===== src/rtl/byter_pkg.sv =====
// Shared types and constants for the round-robin byte-serializing arbiter.
// The word is always 8 bytes, so the byte counter is 3 bits wide.
package byter_pkg;

  typedef enum logic {
    IDLE = 1'b0,
    SEND = 1'b1
  } state_t;

  localparam int BYTES_PER_WORD = 8;
  localparam int BYTE_W         = 8;
  localparam int CNT_W          = $clog2(BYTES_PER_WORD);

  localparam logic [CNT_W-1:0] LAST_BYTE = CNT_W'(BYTES_PER_WORD - 1);

endpackage


===== src/rtl/rr_arbiter.sv =====
// Round-robin picker: the search starts at i_ptr and wraps past N_REQ-1 to 0.
// Returns a one-hot grant, its index and whether any request was seen.
module rr_arbiter #(
  parameter int N_REQ = 4
) (
  input  logic [N_REQ-1:0]         i_req,
  input  logic [$clog2(N_REQ)-1:0] i_ptr,
  output logic [N_REQ-1:0]         o_grant,
  output logic [$clog2(N_REQ)-1:0] o_grantIdx,
  output logic                     o_any
);

  localparam int IDX_W = $clog2(N_REQ);

  // The candidate index is narrowed to IDX_W bits before it is used as a select.
  always_comb begin
    int                 w_cand;
    logic [IDX_W-1:0]   w_candIdx;
    o_grant    = '0;
    o_grantIdx = '0;
    o_any      = 1'b0;
    w_cand     = 0;
    w_candIdx  = '0;
    for (int k = 0; k < N_REQ; k++) begin
      w_cand = int'(i_ptr) + k;
      if (w_cand >= N_REQ) begin
        w_cand = w_cand - N_REQ;
      end
      w_candIdx = IDX_W'(w_cand);
      if (!o_any && i_req[w_candIdx]) begin
        o_any               = 1'b1;
        o_grant[w_candIdx]  = 1'b1;
        o_grantIdx          = w_candIdx;
      end
    end
  end

endmodule


===== src/rtl/byter_arbiter.sv =====
// Grants one of N_REQ requesters round-robin, latches its 64-bit word and
// streams it out LSB byte first under out_ready backpressure.
module byter_arbiter
  import byter_pkg::*;
#(
  parameter int N_REQ  = 4,
  parameter int WORD_W = 64
) (
  input  logic                      clk,
  input  logic                      rst,
  input  logic                      enable,
  input  logic [N_REQ-1:0]          req_valid,
  input  logic [N_REQ*WORD_W-1:0]   req_data,
  output logic [N_REQ-1:0]          req_ready,
  output logic [BYTE_W-1:0]         byte_out,
  output logic                      data_ready,
  input  logic                      out_ready,
  output logic                      byte_last,
  output logic [$clog2(N_REQ)-1:0]  src_id,
  output logic                      busy
);

  localparam int IDX_W = $clog2(N_REQ);

  state_t             r_state;
  state_t             w_stateNext;
  logic [IDX_W-1:0]   r_ptr;
  logic [IDX_W-1:0]   r_srcId;
  logic [WORD_W-1:0]  r_word;
  logic [CNT_W-1:0]   r_byteCnt;

  logic [N_REQ-1:0]   w_grant;
  logic [IDX_W-1:0]   w_idx;
  logic               w_any;
  logic               w_fire;
  logic               w_accept;
  logic [WORD_W-1:0]  w_selWord;
  logic [BYTE_W-1:0]  w_byte;
  logic [IDX_W-1:0]   w_ptrNext;

  rr_arbiter #(.N_REQ(N_REQ)) u_rr (
    .i_req      (req_valid),
    .i_ptr      (r_ptr),
    .o_grant    (w_grant),
    .o_grantIdx (w_idx),
    .o_any      (w_any)
  );

  always_comb begin
    w_selWord = '0;
    for (int i = 0; i < N_REQ; i++) begin
      if (w_idx == IDX_W'(i)) begin
        w_selWord = req_data[i*WORD_W +: WORD_W];
      end
    end
  end

  always_comb begin
    w_byte = '0;
    for (int b = 0; b < BYTES_PER_WORD; b++) begin
      if (r_byteCnt == CNT_W'(b)) begin
        w_byte = r_word[b*BYTE_W +: BYTE_W];
      end
    end
  end

  assign w_ptrNext = (w_idx == IDX_W'(N_REQ - 1)) ? '0 : w_idx + 1'b1;

  // A grant is suppressed while rst is high so no req_ready pulse escapes reset.
  always_comb begin
    w_stateNext = r_state;
    w_fire      = 1'b0;
    w_accept    = 1'b0;
    case (r_state)
      IDLE: begin
        if (enable && w_any && !rst) begin
          w_fire      = 1'b1;
          w_stateNext = SEND;
        end
      end
      SEND: begin
        w_accept = out_ready;
        if (out_ready && (r_byteCnt == LAST_BYTE)) begin
          w_stateNext = IDLE;
        end
      end
      default: w_stateNext = IDLE;
    endcase
  end

  always_ff @(posedge clk) begin
    if (rst) begin
      r_state   <= IDLE;
      r_ptr     <= '0;
      r_srcId   <= '0;
      r_word    <= '0;
      r_byteCnt <= '0;
    end else begin
      r_state <= w_stateNext;
      if (w_fire) begin
        r_word    <= w_selWord;
        r_srcId   <= w_idx;
        r_ptr     <= w_ptrNext;
        r_byteCnt <= '0;
      end else if (w_accept) begin
        r_byteCnt <= (r_byteCnt == LAST_BYTE) ? '0 : r_byteCnt + 1'b1;
      end
    end
  end

  assign busy       = (r_state == SEND);
  assign data_ready = busy;
  assign req_ready  = w_fire ? w_grant : '0;
  assign byte_out   = busy ? w_byte : '0;
  assign byte_last  = busy && (r_byteCnt == LAST_BYTE);
  assign src_id     = r_srcId;

endmodule


===== config.mk =====
export PLATFORM = sky130hd
export DESIGN_NAME = byter_arbiter
export DESIGN_NICKNAME = d
export VERILOG_FILES = /design/src/rtl/byter_pkg.sv /design/src/rtl/rr_arbiter.sv /design/src/rtl/byter_arbiter.sv
export SDC_FILE = /design/constraint.sdc
export NUM_CORES = 1
export LEC_CHECK = 0
export ABC_AREA = 1
export BUFFER_PORTS_ARGS = -buffer_cell sky130_fd_sc_hd__buf_2
export CAP_MARGIN = 25
export CORE_MARGIN = 2
export CORE_UTILIZATION = 45
export CTS_CLUSTER_SIZE = 14
export DETAILED_ROUTE_END_ITERATION = 12
export PLACE_DENSITY_LB_ADDON = 0.08
export SETUP_SLACK_MARGIN = 0.4
export SLEW_MARGIN = 25
export SYNTH_ARGS = -nofsm -noshare
export SYNTH_HDL_FRONTEND = slang
export SYNTH_SLANG_ARGS = --single-unit

===== constraint.sdc =====
create_clock -name clk -period 3.92 [get_ports clk]
set_clock_uncertainty 0.2 [all_clocks]
set_input_delay 0.196 -clock clk [delete_from_list [all_inputs] [get_ports clk]]
set_output_delay 0.196 -clock clk [all_outputs]
set_load 0.01 [all_outputs]

Yosys cells after proc, flatten, opt, wreduce, memory -nomap -nowiden
Cells that the tools add are included.
Word-level totals
  register bits after elaboration: 72
  bits of input ports: 264
  word-level logic and storage cells: 111
  output and inout port bits: 17
Operators by class
  equal/unequal tests: 10
  muxes and demuxes: 53
  reductions and logical operators: 18
  bitwise operators: 4
  $add $sub $neg: 9
  $lt $le $gt $ge: 12
Operator list (number)
  $mux W64: 4
  $mux W8: 9
  $mux W4: 5
  $mux W2: 9
  $mux W1: 16
  $eq A3 B3 Y1 const B: 4
  $lt A2 B3 Y1 const B: 4
  $or A4 B4 Y4: 3
  $logic_and A1 B1 Y1: 11
  $ge A3 B3 Y1 const B: 3
  $bmux W1 S2: 4
  $demux W1 S2: 4
  $ge A2 B1 Y1 const B: 4
  $sub A2 B1 Y2 const B: 4
  $add A2 B2 Y3 const B: 2
  $eq A3 B2 Y1 const B: 2
  $eq A2 B2 Y1 const B: 2
  $logic_not A1 Y1: 4
  $add A2 B1 Y3 const B: 1
  $add A3 B1 Y3 const B: 1
  $eq A3 B1 Y1 const B: 1
  $ge A2 B3 Y1 const B: 1
  $logic_not A3 Y1: 1
  $mux W3: 1
  6 further kinds: 6

Longest topological paths before layout
  word-level depth: 19
  mapped depth: 23
  depth with buffers taken out: 21

Modules after synthesis
A second synthesis with hierarchy kept.
Unflattened totals
  cells, all modules: 935
  area, all modules: 5646.7 um^2
Modules (own cells, without submodules)
  byter_arbiter: sequential area each 1441.4 um^2, times used 1, cells an instance 861, area an instance 5206.2 um^2
  rr_arbiter: sequential area each 0.0 um^2, times used 1, cells an instance 74, area an instance 440.4 um^2

Least setup slack after synthesis
Ideal clock, no wire load.
  path type: register -> register
  start: register r_ptr[0]
  end: register r_word[35]
  arrival time: 2.910 ns
  period minus slack after synthesis: 3.174 ns
  slack: 0.746 ns
  buffers on the path: 3
  library setup time: 0.064 ns
  required time: 3.656 ns
  cell stages (with the launch flop): 24
  cell sequence: dfxtp_1 -> buf_4 -> inv_4 -> ha_1 -> inv_1 -> nand2_1 -> nand2_1 -> nor2_4 -> buf_2 -> nand3_1 -> nand2_1 -> nand2_1 -> inv_1 -> ha_1 -> nor2_2 -> clkbuf_1 -> nand2_1 -> nand2_1 -> o21ai_0 -> nand2_1 -> nand2_1 -> nand3_1 -> nand2_1 -> nor2_1
On the way
  word-level cells in the longest chain between the ends: 19
  elaborated cells on any way between the ends: 49
  those cells by class: add/sub: 7; order compare: 4; eq/ne: 3; mux: 26; reduce/logical: 9
RTL lines
  start, declared: RTL line byter_arbiter.sv:27  | logic [IDX_W-1:0] r_ptr;
  start signal, assigned: RTL line byter_arbiter.sv:103  | r_ptr <= w_ptrNext;
  parallel branches: the longest is 13 deep, another holds $add A2 B1 Y3
  $mux W2 *: RTL line rr_arbiter.sv:30  | if (!o_any && i_req[w_candIdx]) begin
  net u_rr.o_grantIdx[0]: RTL line rr_arbiter.sv:9  | output logic [$clog2(N_REQ)-1:0] o_grantIdx,
  $logic_not A2 Y1: RTL line byter_arbiter.sv:52  | if (w_idx == IDX_W'(i)) begin
  $mux W64 (3 in series): RTL line byter_arbiter.sv:52
  $mux W64 *: RTL line byter_arbiter.sv:52
  end signal, assigned: RTL line byter_arbiter.sv:101  | r_word <= w_selWord;
  end, declared: RTL line byter_arbiter.sv:29  | logic [WORD_W-1:0] r_word;
Mark *: on every way through the listed nets, which the timed path passes. The select of a mux whose other input is x is not followed.
A chain may end at the register's enable or synchronous reset.

Worst setup path in the final report
  start: register r_ptr[1]
  end: register r_word[58]
The elaborated chain is that of the path after synthesis.

==> run_results.csv <==
group,metric,value,unit
place,port-buffer-count,280,
worst_setup_path,r2r_start,"r_ptr[1]$_SDFFE_PP0P_",
yosys,yosysWarnings,0,
clock_tree,clkSinkCount,72,
detailed_routing,totalWireLength,18.95,mm
status,failed_checks,"hold timing",
yosys,synthFlopType,"dfxtp_1",
floorplanning,die_height,121.4,um
worst_setup_path,slowest_stage,"dfxtp_2",
clock_tree,cts-htree-levels,3,
sta,rsz0062_at_grt,"no",
worst_setup_path,required,4000,ps
power,peakVddDrop,0.7031,mV
worst_setup_path,critical_path.top_delay_family,"simple AND/OR/NAND/NOR gates",
grt,gr-total-overflow,0,
clock_tree,clockBufferDepth,2,
sta,finalSetupViolCount,0,
place,gp_congestion,0.8787,
yosys,synth_area_leaders,"nand2_1 28%, dfxtp_1 23%, nand3_1 8.9%",
detailed_routing,final_antenna_net_count,0,
finish,final_util,0.6235,
clock_tree,clk_latency,340,ps
yosys,ys_ff_latch,72,
detailed_routing,routedWlPerCell,12.04,um
worst_setup_path,worstPathArrival,3250,ps
worst_setup_path,crit_top_cell,"nand2_1",
grt,grtUsageTotal,0.2500,
finish,area_growth,34.20,%
clock_tree,clk_pin_slew,60,ps
sta,slew_headroom,0.4437,
finish,final_cell_area,8322,um2
detailed_routing,vias,7824,
worst_setup_path,worstSetupStartpoint,"r_ptr[1]$_SDFFE_PP0P_",
yosys,synth_commonest_cells,"462 x nand2_1, 110 x nand3_1, 110 x o21ai_0",
status,status,"complete, but fails checks",
yosys,synth_top_cell_by_area,"nand2_1",
floorplanning,die-area,14730,um2
grt,grt_pass1_wl,30.59,mm
worst_setup_path,cp_max_fo,26,
floorplanning,die_x,121.4,um
grt,grt_pass1_vias,7208,
clock_tree,cts_root_buf,"clkbuf_16",
worst_setup_path,critPathMaxStageDelay,430,ps
sta,period_minus_slack,3177,ps
yosys,synth_most_common_cell,"nand2_1",
worst_setup_path,cp-end-kind,"flip-flop",
sta,finalHoldViolations,1,
yosys,synth_top_area_frac,0.2797,
yosys,synth_fp_nets,1411,
min_path,min_path_type,"in2reg",
min_path,min_from,"req_data[229]",
detailed_routing,drc,0,
finish,layout.nets,1674,
yosys,synth-seq-area-share,0.2324,
place,dpl-instance-area,7644,um2
yosys,async_flop_share,0,
power,p_leak,4.465,nW
sta,whs,-4.879,ps
sta,fin_crit_sh,0.8105,
sta,max_slew.worst_pin.slew,834.5,ps
detailed_routing,drt_first_pass_iters,5,
worst_setup_path,path_cells,"inv_2, ha_1, inv_1, nand3_1, nand2_1, inv_1, nand3_1, nand2_1, nand2_2, inv_1, ha_2, nor2_4, buf_8, nand2_1, nand2_1, o21ai_0, nand2_1, nand2_1, nand3_1, nand2_1, nor2_1",
detailed_routing,via_per_inst,4.971,
grt,grt_start_max_net_pins,78,
clock_tree,cts_inserted_buffers,9,
floorplanning,start_util,0.4646,
finish,drive_gt1_frac,0.2613,
power,powerDensity,845.4,nW/um2
sta,setup_tns,0,ps
yosys,synthesis.area,6201,um2
worst_setup_path,start_kind,"flip-flop",
floorplanning,num_rows,42,
yosys,postSynthCellCount,1129,
yosys,syn_avg_cell_area,5.492,um2
worst_setup_path,crit_buf_inv,5,
sta,drv_slew,0,
grt,antenna_found_initial,1,
sta,fmax,0.3148,GHz
detailed_routing,drt-initial-drc-count,437,
floorplanning,ios,281,
place,dp_hpwl,14.04,mm
yosys,synth_cell_types,27,
yosys,synth_edf_count,0,
worst_setup_path,critPathKind,"reg2reg",
clock_tree,tritoncts,"done",
floorplanning,core,13350,um2
flow_run,drv_cap,0,
==> flip-flops by register name, summed over array words and instances, names as in the netlist <==
register and count:
r_word 64, r_byteCnt 3, r_ptr 2, src_id 2, busy 1
==> worst paths after layout <==
path,endpoint,slack (ps),depth (start not counted)
hold reg to reg,r_word[1]$_SDFFE_PP0P_,260,2
setup reg to reg,r_word[58]$_SDFFE_PP0P_,740,21
hold / removal,r_word[37]$_SDFFE_PP0P_,-5,5
setup / recovery,r_word[58]$_SDFFE_PP0P_,740,21
==> logic make-up (layout without fill, tap and decap cells) <==
| kind of cell | after synthesis | in the layout | share of synthesized area |
|---|---|---|---|
| buffers and inverters | 147 | 415 | 0.1001 |
| DFF | 72 | 72 | 0.2324 |
| and+or+nand+nor | 672 | 672 | 0.4520 |
| adders and majority gates | 18 | 18 | 0.03632 |
| other | 0 | 1 | 0 |
| AOI/OAI and AO/OA | 220 | 220 | 0.1792 |
==> timing repair <==
action / CTS / global route
hold buffers: 33 / 0
hold endpoints to repair: 34 / 0
gates resized for setup: 1 / 11
pin swaps: 0 / 1
setup endpoints to repair: 2 / 68
setup buffers: 0 / 2
==> area by class of cell <==
type	instances	area (um2)
Sequential cell	72	1444
Inverter	70	267.8
Timing Repair Buffer	329	1913
Fill cell	1433	5026
Multi-Input combinational cell	910	4187
Clock buffer	9	225.2
Tap cell	176	220.2
Clock inverter	7	62.56
Antenna cell	1	2.502
==> through the flow <==
| stage | hold slack, ps | power [W] | std cells | worst slack (ps) |
|---|---|---|---|---|
| after global routing | 28.55 | 0.007903 | 1574 | 400.1 |
| after global placement | 254.0 | 0.006071 | 1522 | 552.2 |
| after CTS | 4.545 | 0.006970 | 1571 | 406.9 |
| after detailed placement | 258.5 | 0.006132 | 1522 | 415.6 |
| final | -4.879 | 0.007035 | 1574 | 743.0 |
| after floorplan | 159.7 | 0.004902 | 1129 | 745.8 |
==> routing by layer <==
layer	track usage	up-vias	share of wire
met4	0.07040	0	0.016
li1	-	4137	-
met2	0.4540	191	0.49
met5	0	-	0
met1	0.3024	3466	0.45
met3	0.04088	30	0.042
==> power by group <==
| part | total, W | leakage, nW | internal [W] | switching [W] |
|---|---|---|---|---|
| registers | 0.00110 | 0.591 | 0.000956 | 0.000141 |
| logic | 0.00514 | 3.73 | 0.00195 | 0.00319 |
| clock network | 0.000798 | 0.145 | 0.000486 | 0.000312 |
| total | 0.00704 | 4.47 | 0.00339 | 0.00364 |
==> layout by cell type (no fill, tap or decap), types with 9 or more instances in the layout <==
cell type and instances:
a21oi_1 106, buf_2 280, buf_4 10, clkbuf_16 9
dfxtp_1 70, dlygate4sd3_1 33, ha_1 15, inv_1 60
nand2_1 461, nand3_1 110, nor2_1 54, o21ai_0 109
or2_2 27
==> worst register-to-register path: stages (launching register included) <==
cell and delay (ps):
dfxtp_2 430, inv_2 110, ha_1 330, inv_1 130, nand3_1 80, nand2_1 130, inv_1 120, nand3_1 100
nand2_1 80, nand2_2 120, inv_1 80, ha_2 230, nor2_4 170, buf_8 210, nand2_1 80, nand2_1 60
o21ai_0 90, nand2_1 80, nand2_1 50, nand3_1 70, nand2_1 60, nor2_1 110
Power figures use the tool's default switching activity.
